==> src/rtl/alu_selftest_pkg.sv <==
// Shared definitions for the ALU self-test driver: FSM encodings, uio bit map,
// MISR defaults and the single-step MISR update used by both the MISR and the top.
package alu_selftest_pkg;

  typedef logic [1:0] state_t;

  localparam state_t ST_IDLE   = 2'd0;
  localparam state_t ST_SETTLE = 2'd1;
  localparam state_t ST_SAMPLE = 2'd2;
  localparam state_t ST_DONE   = 2'd3;

  localparam int UIO_START = 4;
  localparam int UIO_BUSY  = 5;
  localparam int UIO_DONE  = 6;
  localparam int UIO_PASS  = 7;

  localparam logic [15:0] MISR_POLY_DEF = 16'h1021;
  localparam logic [15:0] SIG_INIT_DEF  = 16'hFFFF;
  localparam logic [11:0] VEC_LAST      = 12'd4095;

  function automatic logic [15:0] misr_step(input logic [15:0] sig,
                                            input logic [7:0]  din,
                                            input logic [15:0] poly);
    misr_step = {sig[14:0], 1'b0} ^ (sig[15] ? poly : 16'h0000) ^ {8'h00, din};
  endfunction

endpackage

==> src/rtl/alu_selftest_driver_misr16.sv <==
// 16-bit multiple-input signature register compressing one 8-bit ALU response per enable.
module misr16
  import alu_selftest_pkg::*;
#(
  parameter logic [15:0] POLY = MISR_POLY_DEF,
  parameter logic [15:0] INIT = SIG_INIT_DEF
) (
  input  logic        clk,
  input  logic        rst_n,
  input  logic        load,
  input  logic [15:0] seed,
  input  logic        en,
  input  logic [7:0]  din,
  output logic [15:0] sig
);

  // load wins over en so a restart never folds in a stale response
  always_ff @(posedge clk or negedge rst_n) begin
    if (!rst_n)    sig <= INIT;
    else if (load) sig <= seed;
    else if (en)   sig <= misr_step(sig, din, POLY);
  end

endmodule

==> src/rtl/alu_selftest_driver.sv <==
// ALU self-test initiator: sweeps all {opcode, B, A} vectors, compresses the
// responses into a MISR signature and reports busy/done/pass on uio_out.
module alu_selftest_driver
  import alu_selftest_pkg::*;
#(
  parameter int          SETTLE_CYCLES = 2,
  parameter logic [15:0] SIG_INIT      = SIG_INIT_DEF,
  parameter logic [15:0] MISR_POLY     = MISR_POLY_DEF,
  parameter logic [15:0] EXP_SIG       = 16'h0000
) (
  input  logic       clk,
  input  logic       rst_n,
  input  logic       ena,
  input  logic [7:0] ui_in,
  output logic [7:0] uo_out,
  input  logic [7:0] uio_in,
  output logic [7:0] uio_out,
  output logic [7:0] uio_oe
);

  localparam logic [3:0] CNT_LAST = 4'(SETTLE_CYCLES - 1);

  state_t      state;
  logic [11:0] idx;
  logic [11:0] idx_inc;
  logic [3:0]  cnt;
  logic        sync1;
  logic        sync2;
  logic        prev;
  logic        start_rise;
  logic [7:0]  vec_out;
  logic [3:0]  op_out;
  logic        busy;
  logic        done;
  logic        pass;
  logic [15:0] sig;
  logic [15:0] sig_nxt;
  logic        unused_pins;

  assign unused_pins = ena ^ (^uio_in[7:5]) ^ (^uio_in[3:0]);
  assign start_rise  = sync2 & ~prev;
  assign idx_inc     = idx + 12'd1;
  // value the MISR takes on the final SAMPLE edge, needed to register pass and DONE outputs
  assign sig_nxt     = misr_step(sig, ui_in, MISR_POLY);

  misr16 #(
    .POLY (MISR_POLY),
    .INIT (SIG_INIT)
  ) u_misr (
    .clk   (clk),
    .rst_n (rst_n),
    .load  (start_rise),
    .seed  (SIG_INIT),
    .en    (state == ST_SAMPLE),
    .din   (ui_in),
    .sig   (sig)
  );

  // Synchronizer resets high so a start pin held across reset release is not an edge
  always_ff @(posedge clk or negedge rst_n) begin
    if (!rst_n) begin
      sync1 <= 1'b1;
      sync2 <= 1'b1;
      prev  <= 1'b1;
    end else begin
      sync1 <= uio_in[UIO_START];
      sync2 <= sync1;
      prev  <= sync2;
    end
  end

  always_ff @(posedge clk or negedge rst_n) begin
    if (!rst_n) begin
      state   <= ST_IDLE;
      idx     <= 12'd0;
      cnt     <= 4'd0;
      vec_out <= 8'h00;
      op_out  <= 4'h0;
      busy    <= 1'b0;
      done    <= 1'b0;
      pass    <= 1'b0;
    end else if (start_rise) begin
      state   <= ST_SETTLE;
      idx     <= 12'd0;
      cnt     <= 4'd0;
      vec_out <= 8'h00;
      op_out  <= 4'h0;
      busy    <= 1'b1;
      done    <= 1'b0;
      pass    <= 1'b0;
    end else begin
      case (state)
        ST_SETTLE: begin
          if (cnt == CNT_LAST) state <= ST_SAMPLE;
          else                 cnt   <= cnt + 4'd1;
        end
        ST_SAMPLE: begin
          if (idx == VEC_LAST) begin
            state   <= ST_DONE;
            busy    <= 1'b0;
            done    <= 1'b1;
            pass    <= (sig_nxt == EXP_SIG);
            vec_out <= sig_nxt[7:0];
            op_out  <= sig_nxt[11:8];
          end else begin
            state   <= ST_SETTLE;
            idx     <= idx_inc;
            cnt     <= 4'd0;
            vec_out <= idx_inc[7:0];
            op_out  <= idx_inc[11:8];
          end
        end
        default: ;
      endcase
    end
  end

  assign uo_out  = vec_out;
  assign uio_out = {pass, done, busy, 1'b0, op_out};
  assign uio_oe  = 8'b1110_1111;

endmodule

==> config.mk <==
export PLATFORM = sky130hd
export DESIGN_NAME = alu_selftest_driver
export DESIGN_NICKNAME = d
export VERILOG_FILES = /design/src/rtl/alu_selftest_pkg.sv /design/src/rtl/alu_selftest_driver_misr16.sv /design/src/rtl/alu_selftest_driver.sv
export SDC_FILE = /design/constraint.sdc
export NUM_CORES = 1
export LEC_CHECK = 0
export CAP_MARGIN = 0
export CORE_MARGIN = 2
export CORE_UTILIZATION = 25
export DETAILED_ROUTE_END_ITERATION = 8
export GPL_ROUTABILITY_DRIVEN = 1
export GPL_TIMING_DRIVEN = 1
export SLEW_MARGIN = 20
export SYNTH_ARGS = -nofsm -noshare
export SYNTH_HDL_FRONTEND = slang
export SYNTH_HIERARCHICAL = 1
export SYNTH_SLANG_ARGS = --single-unit
==> constraint.sdc <==
create_clock -name clk -period 2.27 [get_ports clk]
set_input_delay 0.227 -clock clk [delete_from_list [all_inputs] [get_ports clk]]
set_output_delay 0.227 -clock clk [all_outputs]
set_load 0.01 [all_outputs]
# After elaboration in Yosys (flattened, before gate mapping)
# Index checks and enable logic that the tools add are counted.
# Widths: inputs -> output; s select.
# totals
output_inout_bits	24
in_bits	19
elab_cells	63
regBits	52
# classes
n_addsub	2
bitwise_logic	4
reduce_logical	8
muxes	29
eq_ne	8
# ops
cell	count
$mux 12	3
$mux 16	2
$mux 4	6
$mux 8	3
$logic_not 16->1	1
$xor 16x16->16	1
$xor 16x8->16	1
$mux 13	1
$add 12x1->12 const B	1
$eq 12x12->1 const B	1
$mux 1	9
$ne 3x3->1 const B	3
$pmux 4 s2	1
$mux 2	3
$reduce_and 2->1	3
$add 4x1->4 const B	1
$eq 4x1->1 const B	1
$pmux 2 s2	1
$reduce_bool 2->1	2
$reduce_and 3->1	1
$reduce_bool 3->1	1
$eq 2x1->1 const B	1
$eq 2x2->1 const B	1
$ne 2x2->1 const B	1
2 further kinds	2

# Longest topological paths before layout
# Gate-level depths: netlist of the first run.
# logic_depth
depth_word	7
mapped_depth	7
ltp_nobuf	6

# Cells and area by module
# The synthesis of the first run kept the hierarchy.
# by_module_without_submodules
module	area_per_inst_um2	seq_area_each_um2	cells_each	n_inst
alu_selftest_driver	2098.3	904.6	213	1
misr16	868.3	420.4	81	1

# Worst setup path before layout of the first run
# OpenSTA, ideal clock, no wires.
# synth_timing
path_kind	flip-flop to flip-flop
from	register idx[0]
to	register vec_out[3] (netlist: uo_out[3])
n_path_buf	2
period_less_slack_ns	1.759
setup_time_ns	0.126
t_arrival_ns	1.633
path_slack_ns	0.511
stages_incl_launch_ff	8
required_time_ns	2.144
cell_sequence	dfrtp_1 -> ha_1 -> buf_2 -> inv_1 -> nor4_2 -> buf_4 -> nor3_1 -> a221o_1
# synth_between
elab_chain_cells	4
word_cells_on_any_way	5
cone_classes	add/sub: 1; eq/ne: 1; mux: 3
# synth_rtl
item	line	rtl
start: declaration	alu_selftest_driver.sv:24	logic [11:0] idx;
start signal: assignment	alu_selftest_driver.sv:107	idx <= idx_inc;
$add 12x1->12 / $eq 12x12->1 (equally long branches)	alu_selftest_driver.sv:42, alu_selftest_driver.sv:98	
$mux 8 *	alu_selftest_driver.sv:98	if (idx == VEC_LAST) begin
$mux 8 *	alu_selftest_driver.sv:92	case (state)
$mux 8 *	alu_selftest_driver.sv:82	end else if (start_rise) begin
end signal: assignment	alu_selftest_driver.sv:103	vec_out <= sig_nxt[7:0];
end signal: assignment	alu_selftest_driver.sv:109	vec_out <= idx_inc[7:0];
end: declaration	alu_selftest_driver.sv:31	logic [7:0] vec_out;
# Mark *: on every way between the ends. The rest lies on a longest branch, timed or not. The select of a mux whose other input is x is not followed.
# A chain may end at the register's enable or synchronous reset.

# Final worst setup path of the first run
# layout_timing
from	register state[0]
to	register vec_out[3] (netlist: uo_out[3])
# layout_between
elab_chain_cells	2
# layout_rtl
item	line	rtl
start: declaration	alu_selftest_driver.sv:23	state_t state;
start signal: assignment	alu_selftest_driver.sv:74	state <= ST_IDLE;
start signal: assignment	alu_selftest_driver.sv:83	state <= ST_SETTLE;
start signal: assignment	alu_selftest_driver.sv:94	if (cnt == CNT_LAST) state <= ST_SAMPLE;
$eq 2x2->1	alu_selftest_driver.sv:92	
$reduce_bool 2->1 (no line)	-	
# Every way passes these cells.

==> summary.txt, run 1 <==
Timing
  • Hold Vio Cnt, Final: 0
  • Endpoints failing setup: 0
  • Setup tns final: 0 ns
  • Final setup margin: 0.302 ns
  • WHS: 0.0456 ns
  • RSZ-0062 raised after global routing: false
  • Fin crit period: 1.97 ns
  • Worst-Margin Slew: 0.666 ns
  • Slew margin rel.: 55.6%
  • Slew Viols, Final: 0
  • F_max: 508 MHz
  • Setup Skew: 0.0105 ns
  • Final Cycle Share: 86.7%

Worst hold path
  • HP Class: in2async

Final layout
  • Inserted Diodes: 0
  • Non-Filler Instances: 481
  • Layout cell share with drive strength beyond 1: 15.1%
  • Fillers: 1206
  • Nets@finish: 359
  • Area grow syn2layout: 19.6%

Power
  • Pwr Density: 816 nW/um^2
  • LEAKAGE: 1.49 nW
  • Final Total Pwr: 2.90 mW
  • Peak VDD IR: 298 uV

Floorplan
  • Die W: 113 um
  • Initial Utilization: 25.8%
  • Die Height: 113 um
  • Core outline area: 11500 um^2
  • Die area: 12800 um^2
  • I/O pin total: 43
  • Standard-cell row count: 39

CTS
  • Clock net sink count: 52
  • Clock Latency Late Sink: 0.29 ns
  • Bufs on Longest Clock Path: 2
  • Setup Fix Bufs, Post-CTS: 0
  • CTS clock-pin slew for the worst setup and hold paths: 0.07 ns
  • H-tree depth: 2
  • Clock root cell: clkbuf_16
  • # hold bufs at CTS: 0
  • Post-CTS Resized: 0
  • CTS tree: done
  • Num CTS Buffers: 5

Critical path
  • Critical path class: reg2reg
  • WP data arrival: 2.20 ns
  • Element type at the critical path end: register
  • CP Max Fanout: 8
  • Slowest-stage cell, CP: nor2_2
  • Crit path cell chain: nand2b_1, inv_1, nand2_1, nor2_2, a221o_1
  • Crit path launch type: register
  • Critical path data required time: 2.50 ns
  • Crit path largest cell delay: 0.44 ns

Logic synthesis
  • Top-area cell type share of the netlist area: 27.8%
  • Cells after Synth: 294
  • Sequential share of the synthesized area: 44.7%
  • Synth area leader: dfrtp_1
  • Post-synthesis cell area: 2970 um^2
  • Post-Syn Area per Cell: 10.1 um^2
  • Warnings, synthesis: 6
  • Largest cells by area after synthesis: dfrtp_1 (28%), dfstp_2 (17%), mux2i_1 (5.4%)
  • Post-synth EDFFs: 0
  • FFs w/ async S/R, synth: 100%
  • Flops & latches, synth: 52
  • Primary FF master, synth: dfrtp_1
  • Yosys cell types: 59

Global route
  • Largest net degree at the start of global routing: 53
  • Vias in the first global route: 2251
  • Initial antenna violation count: 0
  • Global-route wire length before repair: 11600 um
  • Remaining Overflow, GRT: 0
  • Gr usage total: 11.4%

Route
  • First-pass detailed-route iteration total: 6
  • WL per Instance: 14.6 um
  • DRC viols: 1
  • Via density: 4.74
  • DRT iter0 DRCs: 99
  • Total via count in the routed design: 2282
  • Final ANT Viol Nets: 0
  • WL final: 7010 um

Placement
  • IO Port Bufs: 25
  • Post-place setup slack: 0.301 ns
  • Detailed placement HPWL: 5020 um
  • Gpl congestion: 0.837
  • Cell count after placement: 473

Flow run
  • # Max-Cap Violations: 0

Outcome
  • Status: finished with violations
  • Violated checks: design-rule violations
logic make-up (layout without fill, tap and decap cells):
| group | Yosys count | in the layout | share of synthesized area, % |
|---|---|---|---|
| AOI/OAI and AO/OA | 70 | 70 | 16.2 |
| xor gates and xnor gates | 21 | 21 | 6.20 |
| adders and majority gates | 3 | 3 | 1.27 |
| buffers and inverters | 30 | 51 | 6.58 |
| DFF | 52 | 52 | 44.7 |
| muxes | 16 | 16 | 5.40 |
| other | 2 | 25 | 0.253 |
| and+or+nand+nor | 100 | 100 | 19.5 |
synth_stat cells (3+ instances only):
cell type,count
nor2_1,10
o22ai_1,3
dfstp_2,19
nor3_1,11
a221o_1,5
xor2_1,16
o21ai_0,9
o21ai_1,14
clkbuf_1,3
a21o_1,5
buf_4,14
buf_2,5
or3_1,3
or4_1,5
nand3_1,11
nand2_1,31
dfrtp_1,33
inv_1,5
mux2i_1,16
a21oi_1,10
ha_1,3
xnor2_1,5
nand4_1,3
and3_1,5
o31ai_1,4
critical path, delay by kind of cell (launching register included):
| family | cells | cell delay, ns |
|---|---|---|
| buf+inv | 1 | 0.31 |
| simple gates | 3 | 0.98 |
| compound gates | 1 | 0.23 |
| flops | 1 | 0.39 |
through the flow:
stage / util [%] / area, um^2
final: 30.8 / 3550
after global routing: 30.8 / 3550
after CTS: 30.8 / 3550
after detailed placement: 29.6 / 3410
after global placement: 29.6 / 3410
after floorplan: - / 3050
layout by cell type, fill, tap and decap left out, types with 3 or more instances in the layout:
| cell | netlist | routed |
|---|---|---|
| dfrtp_1 | 33 | 33 |
| nand2_1 | 31 | 31 |
| conb_1 | 2 | 25 |
| clkdlybuf4s50_1 | 0 | 24 |
| dfstp_2 | 19 | 19 |
| mux2i_1 | 16 | 16 |
| xor2_1 | 16 | 16 |
| o21ai_1 | 14 | 14 |
| buf_4 | 14 | 12 |
| nand3_1 | 11 | 11 |
| nor3_1 | 11 | 11 |
| a21oi_1 | 10 | 10 |
| nor2_1 | 10 | 10 |
| o21ai_0 | 9 | 9 |
| inv_1 | 5 | 5 |
| or4_1 | 5 | 5 |
| a21o_1 | 5 | 5 |
| and3_1 | 5 | 5 |
| xnor2_1 | 5 | 5 |
| a221o_1 | 5 | 5 |
| clkbuf_16 | 0 | 5 |
| o31ai_1 | 4 | 4 |
| nand4_1 | 3 | 3 |
| o22ai_1 | 3 | 3 |
| or3_1 | 3 | 3 |
| ha_1 | 3 | 3 |
| clkbuf_1 | 3 | 3 |
final timing paths:
check	start	cells past startpoint	slack, ns	endpoint
max in group asynchronous	rst_n	2	1.77	uo_out[6]$_DFFE_PN0P_
hold / removal	rst_n	2	0.05	cnt[0]$_DFFE_PN0P_
hold reg to reg	sync1$_DFF_PN1_	0	0.36	sync2$_DFF_PN1_
setup / recovery	state[0]$_DFFE_PN0P_	5	0.30	uo_out[3]$_DFFE_PN0P_
setup reg to reg	state[0]$_DFFE_PN0P_	5	0.30	uo_out[3]$_DFFE_PN0P_
min in group clk	uio_in[4]	1	0.34	sync1$_DFF_PN1_
layer usage:
metal,track usage (%),routed length (um)
met4,3.01,69
met3,2.14,340
met2,18.4,3250
met5,0,0
met1,15.8,3350
report_power, final:
part	leakage, nW	internal [mW]	switching, mW
combinational	0.777	0.369	0.427
clock	0.0652	0.411	0.329
sequential	0.645	1.18	0.180
total	1.49	1.96	0.937
final cells by class:
cell class              instances  area, um^2  area share [%]
inverters                       5        18.8           0.529
multi-input cells             235        1530            43.2
flip-flops and latches         52        1330            37.4
well taps                     143         179            5.04
clock buffers                   8         136            3.84
repair buffers                 38         355            10.0
registers in the layout, summed over array words and instances, names as in the netlist:
signal and count:
cnt 4, uo_out 8, busy 1, state 2
done 1, op_out 4, idx 12, sync2 1
sync1 1, pass 1, prev 1, u_misr/sig 16
Note: power is estimated with default switching activity, not from simulation.
==> inputs of run 2 (changes only) <==
CORE_UTILIZATION = 54   (was 25)
PLACE_DENSITY = 0.79   (was unset)
==> run 2 against run 1 <==
Effect of this change:
- cell count shrank 15%
- setup slack gained 0.044 ns
- sequential share of layout area grew 1.6 points
- via count grew 2.5%
- the run now ends clean
- first-iteration DRC count grew 94%
- count of clock-buffer cells in the layout shrank 2
- largest cell class unchanged
- critical path depth shrank 1
==> summary.txt, run 2 (synthesized netlist as in run 1, its figures left out) <==
CTS
  • CTS clock-pin slew for the worst setup and hold paths: 0.09 ns (was 0.07 ns)
  • Clock root cell: clkbuf_8 (was clkbuf_16)
  • H-tree depth: 2 (unchanged)
  • Clock Latency Late Sink: 0.31 ns (was 0.29 ns)
  • Bufs on Longest Clock Path: 2 (unchanged)
  • Post-CTS Resized: 0 (unchanged)
  • CTS tree: done (unchanged)
  • Num CTS Buffers: 5 (unchanged)
  • Clock net sink count: 52 (unchanged)

Final layout
  • Non-Filler Instances: 408 (was 481)
  • Max reg flops: 16 (unchanged)
  • Fillers: 444 (was 1206)
  • Final core utilization: 65.4% (was 30.8%)
  • Most frequent cells in the layout: dfrtp_1 (33), nand2_1 (31), conb_1 (25) (unchanged)
  • Layout cell share with drive strength beyond 1: 15.7% (was 15.1%)
  • Nets@finish: 359 (unchanged)
  • Commonest non-fill, non-tap cell in the layout: dfrtp_1 (unchanged)
  • Inserted Diodes: 0 (unchanged)
  • Area grow syn2layout: 14.7% (was 19.6%)
  • Biggest register: u_misr/sig (unchanged)

Timing
  • Setup tns final: 0 ns (unchanged)
  • F_max: 520 MHz (was 508 MHz)
  • Slew margin rel.: 58.7% (was 55.6%)
  • Worst-Margin Slew: 0.619 ns (was 0.666 ns)
  • Setup Skew: 0.00579 ns (was 0.0105 ns)
  • Final Cycle Share: 84.8% (was 86.7%)
  • Hold Vio Cnt, Final: 0 (unchanged)
  • Slew Viols, Final: 0 (unchanged)
  • WHS: 0.317 ns (was 0.0456 ns)
  • Fin crit period: 1.92 ns (was 1.97 ns)
  • RSZ-0062 raised after global routing: false (unchanged)
  • Endpoints failing setup: 0 (unchanged)

Critical path
  • Slowest-stage cell, CP: a21oi_1 (was nor2_2)
  • Crit path launch type: register (unchanged)
  • Worst R2R Path Depth: 4 (was 5)
  • Reg-to-reg slack, setup: 0.35 ns (was 0.30 ns)
  • Crit path max-delay family: compound AO/OA/AOI/OAI gates (was simple AND/OR/NAND/NOR gates)
  • CP Max Fanout: 10 (was 8)
  • Worst r2r src: idx[2]$_DFFE_PN0P_ (was state[0]$_DFFE_PN0P_)
  • Element type at the critical path end: register (unchanged)
  • Crit path cell chain: and4_2, nand4_4, a21oi_1, a21o_1 (was nand2b_1, inv_1, nand2_1, nor2_2, a221o_1)
  • Crit path largest cell delay: 0.57 ns (was 0.44 ns)
  • Critical path class: reg2reg (unchanged)
  • Worst Path Buf+Inv: 0 (was 1)
  • WP data arrival: 2.17 ns (was 2.20 ns)
  • Reg2reg end: idx[8]$_DFFE_PN0P_ (was uo_out[3]$_DFFE_PN0P_)
  • Critical path data required time: 2.52 ns (was 2.50 ns)

Flow run
  • # Max-Cap Violations: 0 (unchanged)

Floorplan
  • Die W: 78.1 um (was 113 um)
  • Core outline area: 5200 um^2 (was 11500 um^2)
  • Die area: 6100 um^2 (was 12800 um^2)
  • Die Height: 78.1 um (was 113 um)
  • I/O pin total: 43 (unchanged)
  • Standard-cell row count: 26 (was 39)
  • Initial Utilization: 57.0% (was 25.8%)

Route
  • First-pass detailed-route iteration total: 4 (was 6)
  • DRT iter0 DRCs: 192 (was 99)
  • DRC viols: 0 (was 1)
  • Total via count in the routed design: 2339 (was 2282)
  • WL final: 6310 um (was 7010 um)
  • Via density: 5.73 (was 4.74)
  • Final ANT Viol Nets: 0 (unchanged)
  • WL per Instance: 15.5 um (was 14.6 um)

Placement
  • IO Port Bufs: 25 (unchanged)
  • Gpl congestion: 0.891 (was 0.837)
  • Cell count after placement: 399 (was 473)
  • Detailed placement HPWL: 4620 um (was 5020 um)

Global route
  • Vias in the first global route: 2250 (was 2251)
  • Global-route wire length before repair: 10600 um (was 11600 um)
  • Largest net degree at the start of global routing: 39 (was 53)
  • Initial antenna violation count: 0 (unchanged)
  • Gr usage total: 22.2% (was 11.4%)
  • Remaining Overflow, GRT: 0 (unchanged)

Power
  • Combinational Power Share: 28.9% (was 27.5%)
  • Psw: 0.902 mW (was 0.937 mW)
  • Clock network fraction of total power: 20.5% (was 25.6%)
  • Pwr Density: 787 nW/um^2 (was 816 nW/um^2)
  • Sw frac: 33.7% (was 32.4%)
  • LEAKAGE: 1.47 nW (was 1.49 nW)
  • Seq pwr share: 50.6% (was 46.9%)
  • Peak VDD IR: 515 uV (was 298 uV)
  • Internal cell power: 1.77 mW (was 1.96 mW)

Worst hold path
  • Hold_sp: uio_in[4]
  • HP Class: in2reg (was in2async)
  • Hold endpoint: sync1$_DFF_PN1_
  • Number of cells on the worst hold path: 1

Outcome
  • Status: completed (was finished with violations)
-- run 2: cell count changes in the layout (fill, tap and decap cells not counted) --
cell / change
clkbuf_8: +6
dlygate4sd3_1: +1
clkbuf_16: -5
clkinv_2: +2
buf_12: -1
clkbuf_1: -3
-- run 2: repair_timing --
action,in CTS,in global routing
endpoints found under the hold margin,10,0
setup endpoints to repair,0,0
hold buffers,1,0
buffers inserted,0,0
-- run 2: power groups by stage --
stage / Sequential, mW / Combinational, mW / Clock [mW]
floorplan: 1.33 / 0.569 / 0
global placement: 1.36 / 0.753 / 0
detailed placement: 1.37 / 0.771 / 0
CTS: 1.36 / 0.778 / 0.561
global route: 1.38 / 0.858 / 0.606
finish: 1.35 / 0.774 / 0.549
-- run 2: cell type report --
class / count / area [um^2] / share of cell area (%)
sequential: 52 / 1330 / 38.9
inverter: 5 / 18.8 / 0.552
multi-input combinational: 235 / 1530 / 45.1
clock buffer: 6 / 82.6 / 2.43
clock inverter: 2 / 10.0 / 0.294
tap: 70 / 87.6 / 2.57
timing repair buffer: 38 / 345 / 10.2
-- run 2: worst max path at each step --
stage                             from                     to  slack [ns]  cells after the start
floorplan           idx[0]$_DFFE_PN0P_  uo_out[3]$_DFFE_PN0P_        0.51                      7
global placement    idx[2]$_DFFE_PN0P_     idx[3]$_DFFE_PN0P_        0.46                      4
detailed placement  idx[0]$_DFFE_PN0P_  op_out[2]$_DFFE_PN0P_        0.40                      6
CTS                 idx[0]$_DFFE_PN0P_    idx[10]$_DFFE_PN0P_        0.39                      6
global route        idx[0]$_DFFE_PN0P_    idx[10]$_DFFE_PN0P_        0.22                      6
finish              idx[2]$_DFFE_PN0P_     idx[8]$_DFFE_PN0P_        0.35                      4
-- run 2: per-layer routing --
layer / vias up / part of all wire, % / track usage (%) / wire, um
li1: 1126 / - / - / -
met3: 12 / 4.7 / 4.60 / 295
met4: 0 / 2.0 / 9.47 / 127
met5: - / 0 / 0 / 0
met1: 1137 / 45 / 29.3 / 2870
met2: 64 / 48 / 35.8 / 3020
-- run 2: metrics by stage --
step	setup slack, ns	instance area [um^2]	total power, mW
detailed placement	0.402	3300	2.14
finish	0.346	3400	2.68
floorplan	0.511	3050	1.90
global placement	0.456	3300	2.11
global route	0.222	3400	2.85
CTS	0.388	3400	2.69
==> inputs of run 3 (changes only) <==
clock period = 1.86 ns   (was 2.27 ns; I/O delays follow)
==> run 3 against run 2 <==
Effect of this change:
- first-iteration DRC count fell by 22%
- combinational power rose by 33%
- critical path depth rose by 2
- power rose by 23%
- sequential power rose by 21%
- cell area rose by 1.8%
- utilization rose by 1.2 points
- critical path type unchanged
- largest cell class unchanged
==> summary.txt, run 3 (synthesized netlist as in run 1, its figures left out) <==
Power
  • Peak VDD IR: 555 uV (was 515 uV)
  • Pwr Density: 953 nW/um^2 (was 787 nW/um^2)
  • LEAKAGE: 1.52 nW (was 1.47 nW)

Route
  • WL per Instance: 15.6 um (was 15.5 um)
  • Final ANT Viol Nets: 0 (unchanged)
  • WL final: 6450 um (was 6310 um)
  • Total via count in the routed design: 2341 (was 2339)
  • DRT iter0 DRCs: 149 (was 192)
  • First-pass detailed-route iteration total: 4 (unchanged)
  • Via density: 5.65 (was 5.73)
  • DRC viols: 0 (unchanged)

Outcome
  • Status: completed (unchanged)

Floorplan
  • Initial Utilization: 57.0% (unchanged)
  • Die W: 78.1 um (unchanged)
  • Die area: 6100 um^2 (unchanged)
  • Standard-cell row count: 26 (unchanged)
  • Core outline area: 5200 um^2 (unchanged)
  • Die Height: 78.1 um (unchanged)
  • I/O pin total: 43 (unchanged)

Timing
  • Fin crit period: 1.79 ns (was 1.92 ns)
  • Final Cycle Share: 96.0% (was 84.8%)
  • F_max: 560 MHz (was 520 MHz)
  • Hold Vio Cnt, Final: 0 (unchanged)
  • Setup tns final: 0 ns (unchanged)
  • Slew Viols, Final: 0 (unchanged)
  • Setup Skew: 0.00718 ns (was 0.00579 ns)
  • RSZ-0062 raised after global routing: false (unchanged)
  • Endpoints failing setup: 0 (unchanged)
  • WHS: 0.276 ns (was 0.317 ns)
  • Final setup margin: 0.0737 ns (was 0.346 ns)

Global route
  • GRT met1 Usage: 30.7% (was 29.3%)
  • Global-route wire length before repair: 11100 um (was 10600 um)
  • Vias in the first global route: 2286 (was 2250)
  • Remaining Overflow, GRT: 0 (unchanged)
  • GRT met2 Usage: 39.5% (was 35.8%)
  • GR Util met3: 3.56% (was 4.60%)
  • Layer with the highest usage: met2 (unchanged)
  • Largest net degree at the start of global routing: 38 (was 39)
  • Gr usage total: 23.2% (was 22.2%)
  • Initial antenna violation count: 0 (unchanged)

CTS
  • Clock net sink count: 52 (unchanged)
  • H-tree depth: 2 (unchanged)
  • CTS tree: done (unchanged)
  • Clock Latency Late Sink: 0.31 ns (about the same)
  • Num CTS Buffers: 5 (unchanged)
  • CTS clock-pin slew for the worst setup and hold paths: 0.10 ns (was 0.09 ns)
  • Bufs on Longest Clock Path: 2 (unchanged)
  • Clock root cell: clkbuf_8 (unchanged)

Critical path
  • Worst R2R Path Depth: 6 (was 4)
  • WP data arrival: 2.02 ns (was 2.17 ns)
  • Critical path data required time: 2.10 ns (was 2.52 ns)
  • Crit path launch type: register (unchanged)
  • Reg-to-reg slack, setup: 0.07 ns (was 0.35 ns)
  • Critical path class: reg2reg (unchanged)
  • Element type at the critical path end: register (unchanged)
  • CP Max Fanout: 12 (was 10)

Worst hold path
  • HP Class: in2reg (unchanged)
  • Number of cells on the worst hold path: 1 (unchanged)

Final layout
  • Inserted Diodes: 0 (unchanged)
  • Most frequent cells in the layout: dfrtp_1 (33), nand2_1 (31), conb_1 (25) (unchanged)
  • Final core utilization: 66.5% (was 65.4%)
  • Layout cell share with drive strength beyond 1: 17.2% (was 15.7%)
  • Area grow syn2layout: 16.7% (was 14.7%)
  • Fillers: 431 (was 444)
  • Max reg flops: 16 (unchanged)
  • Final Instance Area: 3460 um^2 (was 3400 um^2)
  • Biggest register: u_misr/sig (unchanged)
  • Commonest non-fill, non-tap cell in the layout: dfrtp_1 (unchanged)
  • Nets@finish: 365 (was 359)

Placement
  • Post-place setup slack: 0.0628 ns (was 0.402 ns)
  • Detailed placement HPWL: 4880 um (was 4620 um)
  • Area after DPL: 3360 um^2 (was 3300 um^2)
  • IO Port Bufs: 25 (unchanged)
  • Gpl congestion: 0.886 (was 0.891)

Flow run
  • # Max-Cap Violations: 0 (unchanged)
-- run 3: cell count changes in the layout (fill, tap and decap cells not counted), sizes merged --
| cell | before | now |
|---|---|---|
| buf | 13 | 19 |
| clkinv | 2 | 3 |
| clkbuf | 6 | 5 |
-- run 3: critical path: stages, from the launching register on --
cell     delay [ns]
dfrtp_1        0.43
ha_1           0.25
inv_1          0.18
nor4_4         0.08
buf_12         0.15
or4_1          0.46
a21oi_1        0.16
-- run 3: what timing repair did --
| item | CTS | global route |
|---|---|---|
| endpoints found under the hold margin | 15 | 0 |
| setup endpoints to repair | 0 | 2 |
| buffers inserted | 0 | 0 |
| hold buffers | 1 | 0 |
| gates resized for setup | 0 | 1 |
-- run 3: per-layer routing --
metal  vias to the layer above  wire length [um]
li1                       1146                 -
met1                      1117              2790
met2                        71              3220
met3                         7               368
met4                         0                68
met5                         -                 0
-- run 3: layout make-up --
| class | count | area, um^2 | area share (%) |
|---|---|---|---|
| inverters | 5 | 18.8 | 0.542 |
| multi-input cells | 235 | 1540 | 44.5 |
| flip-flops and latches | 52 | 1330 | 38.3 |
| clock inverters | 3 | 18.8 | 0.542 |
| clock buffers | 5 | 68.8 | 1.99 |
| repair buffers | 44 | 403 | 11.6 |
| well taps | 70 | 87.6 | 2.53 |
-- run 3: report_power, final --
| part | total, mW | switching, mW | internal (mW) |
|---|---|---|---|
| logic | 1.03 | 0.553 | 0.475 |
| clock network | 0.644 | 0.381 | 0.263 |
| registers | 1.63 | 0.196 | 1.43 |
-- run 3: final timing paths --
kind,start,endpoint
min,uio_in[4],sync1$_DFF_PN1_
max reg2reg,idx[0]$_DFFE_PN0P_,idx[9]$_DFFE_PN0P_
min in group asynchronous,rst_n,cnt[0]$_DFFE_PN0P_
min reg2reg,sync1$_DFF_PN1_,sync2$_DFF_PN1_
max,idx[0]$_DFFE_PN0P_,idx[9]$_DFFE_PN0P_
max in group asynchronous,rst_n,u_misr/sig[10]$_DFFE_PN1P_
-- run 3: metrics by stage --
stage / power (mW) / std cells
floorplan: 2.32 / 317
global placement: 2.63 / 405
detailed placement: 2.68 / 405
CTS: 3.33 / 414
global route: 3.52 / 414
finish: 3.30 / 414
==> variant (settings of run 3) <==
Make the reset (`rst_n`) synchronous in 3 clocked blocks.
--- a/src/rtl/alu_selftest_driver_misr16.sv
+++ b/src/rtl/alu_selftest_driver_misr16.sv
@@ -15,7 +15,7 @@
 );
 
   // load wins over en so a restart never folds in a stale response
-  always_ff @(posedge clk or negedge rst_n) begin
+  always_ff @(posedge clk) begin
     if (!rst_n)    sig <= INIT;
     else if (load) sig <= seed;
     else if (en)   sig <= misr_step(sig, din, POLY);
--- a/src/rtl/alu_selftest_driver.sv
+++ b/src/rtl/alu_selftest_driver.sv
@@ -57,7 +57,7 @@
   );
 
   // Synchronizer resets high so a start pin held across reset release is not an edge
-  always_ff @(posedge clk or negedge rst_n) begin
+  always_ff @(posedge clk) begin
     if (!rst_n) begin
       sync1 <= 1'b1;
       sync2 <= 1'b1;
@@ -69,7 +69,7 @@
     end
   end
 
-  always_ff @(posedge clk or negedge rst_n) begin
+  always_ff @(posedge clk) begin
     if (!rst_n) begin
       state   <= ST_IDLE;
       idx     <= 12'd0;
Formal check against the unedited RTL: differs if rst_n is asserted again (counterexample within 10 cycles, from zero or initial values and one cycle with rst_n low); with rst_n held inactive, the same outputs for 10 cycles.
==> variant against run 3 <==
Area after synthesis fell by 1.4%; global-route usage fell by 1.3 points; critical endpoint is now cnt[2]; worst setup slack better by 0.037 ns; clock skew increased by 0.0027 ns; highest routed layer unchanged; design area shrank 2.9%; sequential cell count unchanged; routed wire length decreased by 6.8%; synthesized cell count up 14%; hold slack better by 0.14 ns; first-iteration DRC count up 12%.
Power is not compared: it rests on default switching activity, and its combinational part moved more than twofold at a synthesized area within 25%.
==> variant: results (changes against run 3) <==
clk_lat worst skew=0.31 ns (about the same); DR iter-0 viols=167 (+12%); Largest register FFs=16 (unchanged); yosys warns=6 (unchanged); Crit-path slowest cell=dfxtp_1; Pre-antenna DRT Iters=7 (+3); crit-path max FO=7 (-5); pin count of the biggest net entering global routing=26 (-32%); initial antenna violation count=0 (unchanged); LEAKAGE=about 0.0012 uW; ant diodes=0 (unchanged); via count=2384 (+1.8%); Placed Cells=437 (+7.9%); GRT Overall Usage=21.9% (-1.3 points); post-route insts no fill=445 (+7.5%); # port buffers=25 (unchanged); clk root buf=clkbuf_8; DP Area=3270 sq um (-2.7%); vias in the first global route=2267 (-0.83%); Worst-path clk slew=0.10 ns (about the same); first-pass GRT wire length=10700 um (-3.8%); Fin Clk Skew=0.00987 ns (+0.00270 ns); Avg WL per Cell=13.5 um (-13%); dpl hpwl=4450 um (-8.9%); Reg with most FFs=u_misr/sig; register area share after synthesis=35.6% (-9.1 points); Int Pwr=approximately 1600 uW; crit end category=register; htree depth=2 (unchanged); Post-synth top cells=dfxtp_1, nand2_1, nor2_1; Synth Instances=335 (+14%); total clock buffers created by CTS=5 (unchanged); share of layout cells above drive strength 1=12.8% (-4.4 points); Worst Hold Class=reg2reg; top post-synthesis cells by area=dfxtp_1, xnor2_1, nand2_1; top_reg_cell synth=dfxtp_1; Final nets=398 (+9.0%); Final GP Congestion=0.804 (-9.2%); Synth async-reset ratio=0% (-100 points); VDD IR max=0.330 mV; Crit path largest cell delay=0.51 ns (+0.05 ns); Synth cell types=55 (-6.8%); deepest clock path buffer count=2 (unchanged); status=finished clean; Worst EP arrival=2.02 ns (about the same)
-- variant: changes by cell type in the layout (fill, tap and decap cells not counted), moves of 6 or more --
cell     before  now
dfxtp_1       0   52
dfrtp_1      33    0
dfstp_2      19    0
xnor2_1       5   23
nor2_1       10   25
o21ai_1      14    5
nor2b_1       0    8
xor2_1       16    8
mux2i_1      16    9
a211o_1       2    8
-- variant: final timing paths --
| check | cells past startpoint | to | from | slack [ns] |
|---|---|---|---|---|
| hold / removal | 1 | sync2 | sync1 | 0.42 |
| setup reg to reg | 5 | cnt[2] | idx[9] | 0.11 |
| setup / recovery | 5 | cnt[2] | idx[9] | 0.11 |
| hold reg to reg | 1 | sync2 | sync1 | 0.42 |
-- variant: layout make-up --
class | count | area [sq um]
clock buffers | 5 | 68.8
fillers | 442 | 1810
well taps | 70 | 87.6
flip-flops and latches | 52 | 1040
repair buffers | 41 | 395
clock inverters | 3 | 25.0
multi-input cells | 268 | 1720
inverters | 6 | 22.5
-- variant: cells by family after synthesis --
family | Yosys count | synth area share [%]
and+or+nand+nor | 136 | 24.8
AOI/OAI and AO/OA | 53 | 11.6
DFF | 52 | 35.6
buffers and inverters | 38 | 8.81
xor gates and xnor gates | 33 | 10.7
muxes | 16 | 6.16
adders and majority gates | 5 | 2.14
other | 2 | 0.257
-- variant: power by group through the flow --
stage / logic (uW) / registers [uW] / clock network (uW)
2_1_floorplan: 295 / 1220 / 0
3_3_place_gp: 390 / 1230 / 0
3_5_place_dp: 396 / 1230 / 0
4_1_cts: 398 / 1200 / 701
5_1_grt: 442 / 1210 / 751
6_report: 398 / 1200 / 684
-- variant: per-layer routing --
metal	vias up	share of wire [%]	global-route usage [%]
met5	-	0	0
met4	0	1.3	6.61
met3	9	4.2	4.07
met2	50	48	36.8
met1	1125	46	28.6
li1	1200	-	-
-- variant: critical path: cells and delay by family (launching register included) --
family	cells	cell delay [ns]
flip-flops	1	0.51
AND/OR/NAND/NOR	4	1.03
AO/OA/AOI/OAI	1	0.16
-- variant: timing repair --
| item | in CTS | in global routing |
|---|---|---|
| setup buffers | 0 | 0 |
| resized for setup | 0 | 1 |
| endpoints found under the setup margin | 0 | 3 |
-- variant: metrics by stage --
stage	util (%)	power (uW)	hold slack, ns	setup slack, ns
finish	65.0	2280	0.418	0.111
global route	65.0	2400	0.431	0.0318
detailed placement	63.1	1620	0.398	0.101
global placement	63.1	1620	0.389	0.182
CTS	64.9	2300	0.418	0.0724
floorplan	-	1520	0.258	0.00532
